`src/rtl/sargantana_icache_way_ctrl_if.sv`:
```
// sargantana_icache_way_ctrl_if: lookup/refill handshakes, way memory port and flush status
interface sargantana_icache_way_ctrl_if #(
  parameter int SET_WIDHT  = 256,
  parameter int ADDR_WIDHT = 7
);
  logic                  flush;
  logic                  lkp_valid;
  logic [ADDR_WIDHT-1:0] lkp_addr;
  logic                  lkp_ready;
  logic                  rfl_valid;
  logic [ADDR_WIDHT-1:0] rfl_addr;
  logic [SET_WIDHT-1:0]  rfl_data;
  logic                  rfl_ready;
  logic                  way_req;
  logic                  way_we;
  logic [ADDR_WIDHT-1:0] way_addr;
  logic [SET_WIDHT-1:0]  way_wdata;
  logic [SET_WIDHT-1:0]  way_rdata;
  logic                  rd_valid;
  logic [SET_WIDHT-1:0]  rd_data;
  logic                  busy;
  logic                  flush_done;
  modport slave (
    input  flush, lkp_valid, lkp_addr, rfl_valid, rfl_addr, rfl_data, way_rdata,
    output lkp_ready, rfl_ready, way_req, way_we, way_addr, way_wdata, rd_valid, rd_data, busy, flush_done
  );
  modport master (
    output flush, lkp_valid, lkp_addr, rfl_valid, rfl_addr, rfl_data, way_rdata,
    input  lkp_ready, rfl_ready, way_req, way_we, way_addr, way_wdata, rd_valid, rd_data, busy, flush_done
  );
endinterface

```
`src/rtl/sargantana_icache_way_ctrl.sv`:
```
// sargantana_icache_way_ctrl: arbitrates lookups/refills onto one way port and sweeps it clean on flush
module sargantana_icache_way_ctrl #(
  parameter int SET_WIDHT  = 256,
  parameter int ADDR_WIDHT = 7,
  parameter int STARVE_MAX = 4
) (
  input  logic clk_i,
  input  logic rst_i,
  sargantana_icache_way_ctrl_if.slave bus
);
  localparam int SW = $clog2(STARVE_MAX + 1);
  localparam logic [SW-1:0] SMAX = SW'(STARVE_MAX);
  localparam logic [ADDR_WIDHT-1:0] LAST = '1;
  typedef enum logic {IDLE, FLUSH} state_t;
  state_t state, state_nxt;
  logic [ADDR_WIDHT-1:0] cnt;
  logic [SW-1:0] starve;
  logic rd_v, idle, sweep, rfl_gnt, lkp_gnt;
  assign idle    = state == IDLE;
  assign sweep   = !idle || bus.flush;
  assign rfl_gnt = idle && !bus.flush && bus.rfl_valid && !(starve == SMAX && bus.lkp_valid);
  assign lkp_gnt = idle && !bus.flush && bus.lkp_valid && !rfl_gnt;
  // state register
  always_ff @(posedge clk_i)
    state <= rst_i ? IDLE : state_nxt;
  // next state: enter sweep on flush, leave after the last set is written
  always_comb
    state_nxt = idle ? (bus.flush ? FLUSH : IDLE) : (cnt == LAST ? IDLE : FLUSH);
  // way port, handshakes and status; everything forced low while in reset
  always_comb begin
    bus.way_req    = !rst_i && (sweep || rfl_gnt || lkp_gnt);
    bus.way_we     = !rst_i && (sweep || rfl_gnt);
    bus.way_addr   = rst_i ? '0 : sweep ? cnt : rfl_gnt ? bus.rfl_addr : lkp_gnt ? bus.lkp_addr : '0;
    bus.way_wdata  = (!rst_i && !sweep && rfl_gnt) ? bus.rfl_data : '0;
    bus.rfl_ready  = !rst_i && rfl_gnt;
    bus.lkp_ready  = !rst_i && lkp_gnt;
    bus.rd_valid   = !rst_i && rd_v;
    bus.rd_data    = (!rst_i && rd_v) ? bus.way_rdata : '0;
    bus.busy       = !rst_i && sweep;
    bus.flush_done = !rst_i && sweep && cnt == LAST;
  end
  // sweep address counter, wraps back to 0 after the last set
  always_ff @(posedge clk_i)
    cnt <= rst_i ? '0 : sweep ? cnt + 1'b1 : cnt;
  // starvation counter: refills that bypassed a waiting lookup, cleared when a lookup wins
  always_ff @(posedge clk_i)
    if (rst_i || lkp_gnt) starve <= '0;
    else if (rfl_gnt && bus.lkp_valid && starve != SMAX) starve <= starve + 1'b1;
  // read data is valid the cycle after a lookup grant
  always_ff @(posedge clk_i)
    rd_v <= !rst_i && lkp_gnt;
endmodule

```
`src/flat_wrapper.sv`:
```
// flat-port wrapper written by rule: the top's interface ports become plain ports
module sargantana_icache_way_ctrl_flat 
#(
  parameter int SET_WIDHT  = 256,
  parameter int ADDR_WIDHT = 7,
  parameter int STARVE_MAX = 4
)
  (clk_i, rst_i, bus_flush, bus_lkp_valid, bus_lkp_addr, bus_rfl_valid, bus_rfl_addr, bus_rfl_data, bus_way_rdata, bus_lkp_ready, bus_rfl_ready, bus_way_req, bus_way_we, bus_way_addr, bus_way_wdata, bus_rd_valid, bus_rd_data, bus_busy, bus_flush_done);
  sargantana_icache_way_ctrl_if #(.SET_WIDHT(SET_WIDHT), .ADDR_WIDHT(ADDR_WIDHT)) bus_i ();
  input  logic clk_i;
  input  logic rst_i;
  input wire logic [$bits(bus_i.flush)-1:0] bus_flush;
  input wire logic [$bits(bus_i.lkp_valid)-1:0] bus_lkp_valid;
  input wire logic [$bits(bus_i.lkp_addr)-1:0] bus_lkp_addr;
  input wire logic [$bits(bus_i.rfl_valid)-1:0] bus_rfl_valid;
  input wire logic [$bits(bus_i.rfl_addr)-1:0] bus_rfl_addr;
  input wire logic [$bits(bus_i.rfl_data)-1:0] bus_rfl_data;
  input wire logic [$bits(bus_i.way_rdata)-1:0] bus_way_rdata;
  output wire logic [$bits(bus_i.lkp_ready)-1:0] bus_lkp_ready;
  output wire logic [$bits(bus_i.rfl_ready)-1:0] bus_rfl_ready;
  output wire logic [$bits(bus_i.way_req)-1:0] bus_way_req;
  output wire logic [$bits(bus_i.way_we)-1:0] bus_way_we;
  output wire logic [$bits(bus_i.way_addr)-1:0] bus_way_addr;
  output wire logic [$bits(bus_i.way_wdata)-1:0] bus_way_wdata;
  output wire logic [$bits(bus_i.rd_valid)-1:0] bus_rd_valid;
  output wire logic [$bits(bus_i.rd_data)-1:0] bus_rd_data;
  output wire logic [$bits(bus_i.busy)-1:0] bus_busy;
  output wire logic [$bits(bus_i.flush_done)-1:0] bus_flush_done;
  assign bus_i.flush = bus_flush;
  assign bus_i.lkp_valid = bus_lkp_valid;
  assign bus_i.lkp_addr = bus_lkp_addr;
  assign bus_i.rfl_valid = bus_rfl_valid;
  assign bus_i.rfl_addr = bus_rfl_addr;
  assign bus_i.rfl_data = bus_rfl_data;
  assign bus_i.way_rdata = bus_way_rdata;
  assign bus_lkp_ready = bus_i.lkp_ready;
  assign bus_rfl_ready = bus_i.rfl_ready;
  assign bus_way_req = bus_i.way_req;
  assign bus_way_we = bus_i.way_we;
  assign bus_way_addr = bus_i.way_addr;
  assign bus_way_wdata = bus_i.way_wdata;
  assign bus_rd_valid = bus_i.rd_valid;
  assign bus_rd_data = bus_i.rd_data;
  assign bus_busy = bus_i.busy;
  assign bus_flush_done = bus_i.flush_done;
  sargantana_icache_way_ctrl #(.SET_WIDHT(SET_WIDHT), .ADDR_WIDHT(ADDR_WIDHT), .STARVE_MAX(STARVE_MAX)) u_core (.clk_i(clk_i), .rst_i(rst_i), .bus(bus_i));
endmodule
```
`config.mk`:
```
export PLATFORM = sky130hd
export DESIGN_NAME = sargantana_icache_way_ctrl_flat
export DESIGN_NICKNAME = d
export VERILOG_FILES = /design/src/rtl/sargantana_icache_way_ctrl_if.sv /design/src/rtl/sargantana_icache_way_ctrl.sv /design/src/flat_wrapper.sv
export SDC_FILE = /design/constraint.sdc
export NUM_CORES = 1
export LEC_CHECK = 0
export ABC_AREA = 1
export CAP_MARGIN = 30
export CORE_AREA = 4 4 410 412
export DETAILED_ROUTE_END_ITERATION = 16
export DIE_AREA = 0 0 414 416
export DONT_BUFFER_PORTS = 1
export GPL_TIMING_DRIVEN = 0
export PLACE_DENSITY = 0.3
export SLEW_MARGIN = 20
export SYNTH_ARGS = -nofsm -noshare
export SYNTH_HDL_FRONTEND = slang
export SYNTH_SLANG_ARGS = --single-unit
```
`constraint.sdc`:
```
create_clock -name clk_i -period 2 [get_ports clk_i]
set_clock_uncertainty 0.05 [all_clocks]
set_input_delay 0.4 -clock clk_i [delete_from_list [all_inputs] [get_ports clk_i]]
set_output_delay 0.4 -clock clk_i [all_outputs]
set_load 0.005 [all_outputs]
```
==> results.cfg, run 1 <==
[cts]
cts_root_buf = clkbuf_16
clock_sinks = 12
hold_buffers = 0
cts_tree = built
clk_pin_slew_ns = 0.04
cts_buffers = 3
clock_latency_ns = 0.24
htree_levels = 1
cts_buffer_depth = 2

[synthesis]
synth.ff_latch_count = 12
synthArstFlopShare = 0
ys_top_cells_by_count = 529 x inv_1, 522 x nor2_1, 45 x nand2_1, 26 x buf_2, 24 x buf_6
synth_top_area_cell = inv_1
yosys_warnings = 0
ys_seq_area_frac = 0.0472
synth_fp_nets = 1748
synth-edff-count = 0
synth_area_leaders = inv_1 39%, nor2_1 38%, buf_6 5.3%
synth_most_common_cell = inv_1
synthCells = 1214
synth_area_um2 = 5090
yosysTopAreaCellShare = 0.390
avgSynthCellArea_um2 = 4.19
synth_flop_cell = dfxtp_1
yosysUniqueCellTypes = 25

[timing]
fmax_ghz = 0.422
maxSlewViolCount = 0
hold_viol_final = 0
final.setup.worst_slack_ns = -0.372
rsz0062_at_grt = true
final.min_clock_period_ns = 2.37
worstMarginPinSlew_ns = 0.722
fin_crit_sh = 1.19
relSlewSlack = 0.517
finalSetupViolCount = 281

[drt]
wl_per_cell_um = 39.0
postRouteAntennaNets = 0
dr.pass1.iters = 5
wl_um = 136000
drc = 0
viasPerCell = 2.51
drt_iter0_markers = 724
vias = 8753

[die]
die-height_um = 416
io_pins = 1057
rows = 149
start_util = 0.0310
die-area_um2 = 172000
die_x_um = 414
core-area_um2 = 164000

[grt]
overflow = 0
grt_start_max_net_pins = 11
grt_pass1_vias = 7731
track_usage = 0.148
antenna_found_initial = 121
grt_pass1_wl_um = 153000

[job]
drv_cap = 0

[pwr]
power_density_nw_per_um2 = 189
irDropWorstVdd_v = 0.000241
leakagePower_nw = 5.25

[placed_design]
gp_congestion = 1.15
pre_cts_ws_ns = -0.985
io_buffer_count = 0
dpl.hpwl_um = 130000

[outcome]
status = finished with violations
violations = negative setup slack

[critical_path]
required_ns = 1.55
crit_path_start_kind = flip-flop
critPathMaxFanout = 7
crit_type = reg2out
critPathCaptureType = primary output
cp-startpoint = u_core.starve[1]
timing.rr.start = u_core.starve[0]
crit_arrival_ns = 1.92

[cells_and_area]
areaGrowthSynthToFinish_pct = 125
layout-drive-gt1-share = 0.354
nNetsFinal = 1808
post-route-util = 0.0697

[hold_path]
hold_path_startpoint = rst_i
hp-class = in2reg
## sequential cells by signal, summed over array words and instances, names as in the netlist
signal         count
u_core.cnt         7
u_core.starve      3
u_core.rd_v        1
u_core.state       1
## where the power goes
| group | internal (mW) | switching (mW) | total (mW) |
|---|---|---|---|
| Clock | 0.302 | 0.111 | 0.413 |
| Sequential | 0.249 | 0.00869 | 0.258 |
| Combinational | 0.400 | 1.09 | 1.49 |
| Total | 0.952 | 1.21 | 2.16 |
## cell usage in the layout (no fill, tap or decap), types with 14 or more instances in the layout
| cell type | synthesis | final |
|---|---|---|
| diode_2 | 0 | 22 |
| nor2_2 | 0 | 24 |
| nor2_4 | 1 | 273 |
| inv_1 | 529 | 526 |
| buf_8 | 0 | 21 |
| nand2_1 | 45 | 28 |
| buf_4 | 1 | 14 |
| nand3_1 | 20 | 15 |
| buf_12 | 0 | 24 |
| buf_2 | 26 | 22 |
| nor2_1 | 522 | 226 |
## worst max-delay path, cell delays in order (launching register included)
cell	delay, ns
dfxtp_2	0.34
inv_2	0.05
ha_4	0.16
nand3_4	0.09
nand3_4	0.07
buf_12	0.16
buf_16	0.17
buf_16	0.17
buf_12	0.15
nor2_4	0.27
## per-stage QoR
| step | setup TNS (ns) | hold slack, ns | instances | cell area (um2) | power [mW] |
|---|---|---|---|---|---|
| global route | -68.15 | 0.174 | 3478 | 11400 | 2.28 |
| global placement | -204.82 | 0.431 | 3403 | 7830 | 1.24 |
| CTS | -55.65 | 0.181 | 3450 | 10900 | 2.11 |
| detailed placement | -197.02 | 0.430 | 3416 | 8000 | 1.26 |
| finish | -52.99 | 0.185 | 3484 | 11500 | 2.16 |
| floorplan | 0 | 0.413 | 1214 | 5090 | 0.708 |
## cells by family (layout without fill, tap and decap cells)
logic type | Yosys count | after routing | synth area share
buffers and inverters | 588 | 647 | 0.477
adder cells (fa/ha/maj) | 3 | 3 | 0.00737
other | 0 | 22 | 0
AND/OR/NAND/NOR | 597 | 597 | 0.453
XOR/XNOR | 1 | 1 | 0.00172
flip-flops | 12 | 12 | 0.0472
AO/OA/AOI/OAI | 13 | 13 | 0.0138
## cell type report
cell class / instances / area [um2]
diodes: 22 / 55.1
plain buffers: 53 / 652
clock buffers: 4 / 88.8
fillers: 19600 / 153000
inverters: 532 / 2010
multi-input cells: 614 / 4750
flip-flops and latches: 12 / 246
well taps: 2189 / 2740
repair buffers: 58 / 910
## timing repair
action | CTS | global route
buffers inserted | 27 | 12
pin swaps | 32 | 44
setup endpoints to repair | 498 | 327
gates resized for setup | 640 | 91
cloned | 6 | 4
## routing by layer
layer / vias up / part of all wire / track usage
met1: 4243 / 0.31 / 0.138
li1: 3272 / - / -
met2: 954 / 0.50 / 0.262
met3: 240 / 0.16 / 0.108
met5: - / 0.0029 / 0.00917
met4: 44 / 0.025 / 0.0289
## worst paths after layout
path / endpoint / slack, ns / depth (start not counted)
setup / recovery: bus_way_wdata[65] / -0.37 / 9
setup reg to reg: u_core.starve[1] / 0.53 / 11
hold / removal: u_core.cnt[0] / 0.19 / 1
hold reg to reg: u_core.cnt[0] / 0.45 / 2
No activity file was read; power rests on OpenSTA's default activity.
==> run 2: changes to the inputs <==
- BUFFER_PORTS_ARGS: unset -> -buffer_cell sky130_fd_sc_hd__buf_2
- CAP_MARGIN: 30 -> unset
- CORE_AREA: 4 4 410 412 -> 4 4 407 409
- DIE_AREA: 0 0 414 416 -> 0 0 411 413
- DONT_BUFFER_PORTS: 1 -> unset
==> run 2 against run 1 <==
Net effect: the run still ends with negative setup slack left; wire length shrank 4.2%; critical endpoint is now bus_way_wdata[147]; core utilization grew 3.6 points; power grew 29%.
==> results.cfg, run 2 (synthesis gave the netlist of run 1 again) <==
[outcome]
status = finished with violations
violations = negative setup slack

[critical_path]
slowest_delay_ns = 0.34
crit_arrival_ns = 1.87
timing.rr.start = u_core.state
crit_type = reg2out
endpoint = bus_way_wdata[147]
ff2ff_path_depth = 5
crit_chain = inv_2 > ha_4 > nand3_4 > nand3_4 > buf_12 > buf_12 > bufbuf_16 > nor2_4 > buf_6
required_ns = 1.55
critPathMaxFanout = 8
critPathCaptureType = primary output
r2r_end = u_core.cnt[1]
crit_path_start_kind = flip-flop
crit_slowest_cell = dfxtp_2
cp-startpoint = u_core.starve[1]
reg2reg_slack_ns = 0.55

[placed_design]
gp_congestion = 0.967
placed_cell_area_um2 = 13100
dpl.hpwl_um = 123000
io_buffer_count = 1056

[drt]
dr.pass1.iters = 5
wl_per_cell_um = 28.8
viasPerCell = 2.65
drc = 0
wl_um = 130000
drt_iter0_markers = 839
vias = 12000
postRouteAntennaNets = 0

[cells_and_area]
fin_area_um2 = 17100
nFillCells = 19300
layout_common_cells = 862 x buf_2, 526 x inv_1, 288 x nor2_1
top_register = u_core.cnt
regArea_um2 = 248
top_regs = u_core.cnt (7), u_core.starve (3)
areaGrowthSynthToFinish_pct = 236
layout_commonest_cell = buf_2
layout-drive-gt1-share = 0.612
nNetsFinal = 2850
largest_reg_flops = 7
multiInputGateArea_um2 = 3940

[die]
die-height_um = 413
die-area_um2 = 170000
die_x_um = 411
io_pins = 1057
start_util = 0.0314
core-area_um2 = 162000
rows = 148

[hold_path]
hp-class = in2reg

[cts]
clock_sinks = 12
htree_levels = 1
clock_latency_ns = 0.25
cts_root_buf = clkbuf_16
cts_buffers = 3
cts_tree = built
hold_buffers = 0
clk_pin_slew_ns = 0.05
cts_buffer_depth = 2

[timing]
worstMarginPinSlew_ns = 0.345
final.min_clock_period_ns = 2.32
fmax_ghz = 0.431
fin_crit_sh = 1.16
maxSlewViolCount = 0
finalSetupViolCount = 267
final.setup.worst_slack_ns = -0.318
hold_viol_final = 0
setup_tns_ns = -57.50
rsz0062_at_grt = true
relSlewSlack = 0.770

[pwr]
leakagePower_nw = 10.3
irDropWorstVdd_v = 0.000237
power_density_nw_per_um2 = 163

[grt]
antenna_found_initial = 153
grt_start_max_net_pins = 11
grt_pass1_wl_um = 151000
overflow = 0
grt_pass1_vias = 11000
track_usage = 0.143

[job]
drv_cap = 0
[run 2: changes by cell type in the layout (fill, tap and decap cells not counted), moves of 13 or more]
| cell | before | now |
|---|---|---|
| buf_6 | 12 | 147 |
| buf_2 | 22 | 862 |
| nor2_2 | 24 | 69 |
| nor2_1 | 226 | 288 |
| nor2_4 | 273 | 166 |
| nand2_1 | 28 | 41 |
| buf_4 | 14 | 57 |
[run 2: timing repair]
| item | CTS | global route |
|---|---|---|
| gates resized for setup | 714 | 199 |
| setup buffers | 15 | 10 |
| hold endpoints to repair | 0 | 0 |
| pin swaps | 12 | 13 |
| setup endpoints to repair | 527 | 343 |
| cloned | 11 | 8 |
[run 2: worst min-delay path by stage]
stage | start | end | cells after the start
floorplan | u_core.cnt[0] | u_core.cnt[0] | 2
global placement | u_core.cnt[0] | u_core.cnt[0] | 2
detailed placement | u_core.cnt[0] | u_core.cnt[0] | 2
CTS | rst_i | u_core.cnt[0] | 2
global route | rst_i | u_core.cnt[0] | 2
finish | rst_i | u_core.cnt[0] | 2
[run 2: metal layers]
| metal | vias up | track usage | share of wire | routed length, um |
|---|---|---|---|---|
| met5 | - | 0 | 0.0032 | 418 |
| met4 | 62 | 0.0174 | 0.017 | 2220 |
| met3 | 209 | 0.0881 | 0.14 | 18300 |
| met2 | 839 | 0.234 | 0.46 | 60300 |
| met1 | 5501 | 0.163 | 0.38 | 49000 |
| li1 | 5362 | - | - | - |
[run 2: cell type report]
class / count / share of cell area
Timing Repair Buffer: 1098 / 0.428
Multi-Input combinational cell: 614 / 0.230
Tap cell: 2175 / 0.159
Inverter: 532 / 0.118
Buffer: 55 / 0.0411
Sequential cell: 12 / 0.0145
Clock buffer: 4 / 0.00519
Antenna cell: 29 / 0.00424
[run 2: stage by stage]
stage	utilization	setup slack, ns	total power, mW	hold slack, ns	cells
final	0.106	-0.318	2.78	0.393	4519
after detailed placement	0.0808	-0.897	1.85	0.449	4445
after floorplan	-	0.249	0.708	0.413	1214
after CTS	0.0993	-0.303	2.69	0.399	4475
after global routing	0.105	-0.356	2.98	0.407	4495
after global placement	0.0808	-0.928	1.85	0.443	4445
[run 2: worst max-delay path, delay by kind of cell, from the launching register on]
kind / cells / cell delay, ns
buf+inv: 5 / 0.81
fa+ha+maj: 1 / 0.16
simple gates: 3 / 0.26
flops: 1 / 0.34
[run 2: report_power, final]
| part | total, mW | internal [mW] | switching [mW] |
|---|---|---|---|
| sequential | 0.258 | 0.249 | 0.00914 |
| combinational | 2.10 | 0.945 | 1.15 |
| clock | 0.423 | 0.303 | 0.120 |
==> run 3: changes to the inputs <==
- BUFFER_PORTS_ARGS: -buffer_cell sky130_fd_sc_hd__buf_2 -> unset
- CORE_AREA: 4 4 407 409 -> 2 2 408 410
- DIE_AREA: 0 0 411 413 -> 0 0 410 412
- DONT_BUFFER_PORTS: unset -> 1
==> run 3 against run 2 <==
Net effect: wire length down 3.6%; critical endpoint is now bus_way_wdata[113]; setup slack better by 0.015 ns; largest cell class is now multi-input gates; register-to-register slack worse by 0.08 ns; the flow still finishes with violations (negative setup slack); sequential share of layout area up 0.80 points; sequential power about the same; die area down 0.48%.
==> results.cfg, run 3 (synthesis gave the netlist of run 1 again) <==
[drt]
viasPerCell = 2.46
postRouteAntennaNets = 0
wl_um = 126000
drt_iter0_markers = 836
wl_per_cell_um = 36.2
dr.pass1.iters = 5
drc = 0
vias = 8528

[grt]
grt_pass1_vias = 6973
track_usage = 0.139
grt_start_max_net_pins = 11
antenna_found_initial = 137
grt_pass1_wl_um = 138000
overflow = 0

[placed_design]
dp_cells = 3403
gp_congestion = 1.15
io_buffer_count = 0
dpl.hpwl_um = 120000
placed_cell_area_um2 = 7860

[cts]
cts_tree = built
clock_latency_ns = 0.24
cts_buffers = 3
htree_levels = 1
cts_buffer_depth = 2
cts_root_buf = clkbuf_16
clock_sinks = 12
clk_pin_slew_ns = 0.05

[critical_path]
crit_type = reg2out
crit_top_cell = nor2_4
crit_arrival_ns = 1.85
critPathCaptureType = primary output
path_delay_family = buffers and inverters
crit_chain = nor2_4 > nand2_2 > clkinv_4 > nand3_4 > buf_12 > buf_16 > clkbuf_16 > nor2_4
critPathMaxFanout = 9
slowest_delay_ns = 0.34
required_ns = 1.55
crit_slowest_cell = dfxtp_2
worst-path-buf-inv = 4
crit_path_start_kind = flip-flop

[cells_and_area]
post-route-util = 0.0660
layout_commonest_cell = inv_1
top_regs = u_core.cnt (7), u_core.starve (3)
layout_common_cells = 526 x inv_1, 261 x nor2_4, 225 x nor2_1
largest_reg_flops = 7
fin_area_um2 = 10800
fin_cells = 3466
multiInputGateArea_um2 = 4560
nFillCells = 19500
nNetsFinal = 1787
top_register = u_core.cnt
layout-drive-gt1-share = 0.333
areaGrowthSynthToFinish_pct = 113
regArea_um2 = 244

[die]
die-height_um = 412
io_pins = 1057
die-area_um2 = 169000
die_x_um = 410
core-area_um2 = 164000
start_util = 0.0310
rows = 149

[timing]
setup_tns_ns = -46.78
final.setup.worst_slack_ns = -0.303
maxSlewViolCount = 0
relSlewSlack = 0.539
final.min_clock_period_ns = 2.30
worstMarginPinSlew_ns = 0.689
rsz0062_at_grt = true
fin_crit_sh = 1.15
fmax_ghz = 0.434
hold_viol_final = 0
finalSetupViolCount = 279

[pwr]
switching_share = 0.550
irDropWorstVdd_v = 0.000348
leakagePower_nw = 4.97
intPower_mw = 0.893
clockPowerShare = 0.207
seqPwrFrac = 0.129
pwr-share-comb = 0.663
p_sw_mw = 1.09
power_density_nw_per_um2 = 183

[outcome]
violations = negative setup slack
status = finished with violations

[hold_path]
hp-class = in2reg

[job]
drv_cap = 0
==> run 3: cell types whose count changed in the layout (fill, tap and decap cells not counted), moves of 5 or more <==
cell / change
buf_8: -24
nor2_2: -32
nand2_2: +5
nor2_1: -63
nor2_4: +95
buf_6: -132
buf_2: -845
buf_4: -33
buf_12: -21
clkbuf_4: -5
==> run 3: power by group through the flow <==
stage | Sequential [mW] | Combinational [mW] | Clock [mW]
after floorplan | 0.258 | 0.450 | 0
after global placement | 0.260 | 0.898 | 0
after detailed placement | 0.260 | 0.907 | 0
after CTS | 0.256 | 1.26 | 0.423
after global routing | 0.257 | 1.40 | 0.442
final | 0.257 | 1.32 | 0.412
==> run 3: timing repair <==
item                       in CTS  in global routing
setup buffers                  12                 14
pin swaps                      20                 24
cloned                          5                  5
hold buffers                    0                  0
setup endpoints to repair     509                312
gates resized for setup       570                 74
==> run 3: area by class of cell <==
type,count,area share
inverters,532,0.185
multi-input cells,614,0.420
repair buffers,36,0.0480
plain buffers,54,0.0577
diodes,25,0.00577
clock buffers,4,0.00819
well taps,2189,0.253
flip-flops and latches,12,0.0225
==> run 3: path summary, 6_finish.rpt <==
kind,startpoint,end,cells after the start,slack (ns)
max,u_core.state,bus_way_wdata[113],8,-0.30
min,rst_i,u_core.cnt[0],1,0.19
max reg2reg,u_core.state,u_core.cnt[1],5,0.47
min reg2reg,u_core.cnt[0],u_core.cnt[0],2,0.44
==> run 3: per-layer routing <==
layer	global-route usage	vias up	routed length (um)
met3	0.101	248	19400
met2	0.225	960	57200
li1	-	3225	-
met4	0.0150	78	2270
met5	0.00141	-	549
met1	0.152	4017	46100
==> run 3: stage by stage <==
stage / hold slack [ns] / total power, mW / worst slack, ns
2_1_floorplan: 0.413 / 0.708 / 0.249
3_3_place_gp: 0.433 / 1.16 / -1.44
3_5_place_dp: 0.438 / 1.17 / -1.09
4_1_cts: 0.186 / 1.94 / -0.357
5_1_grt: 0.180 / 2.10 / -0.356
6_report: 0.193 / 1.99 / -0.303
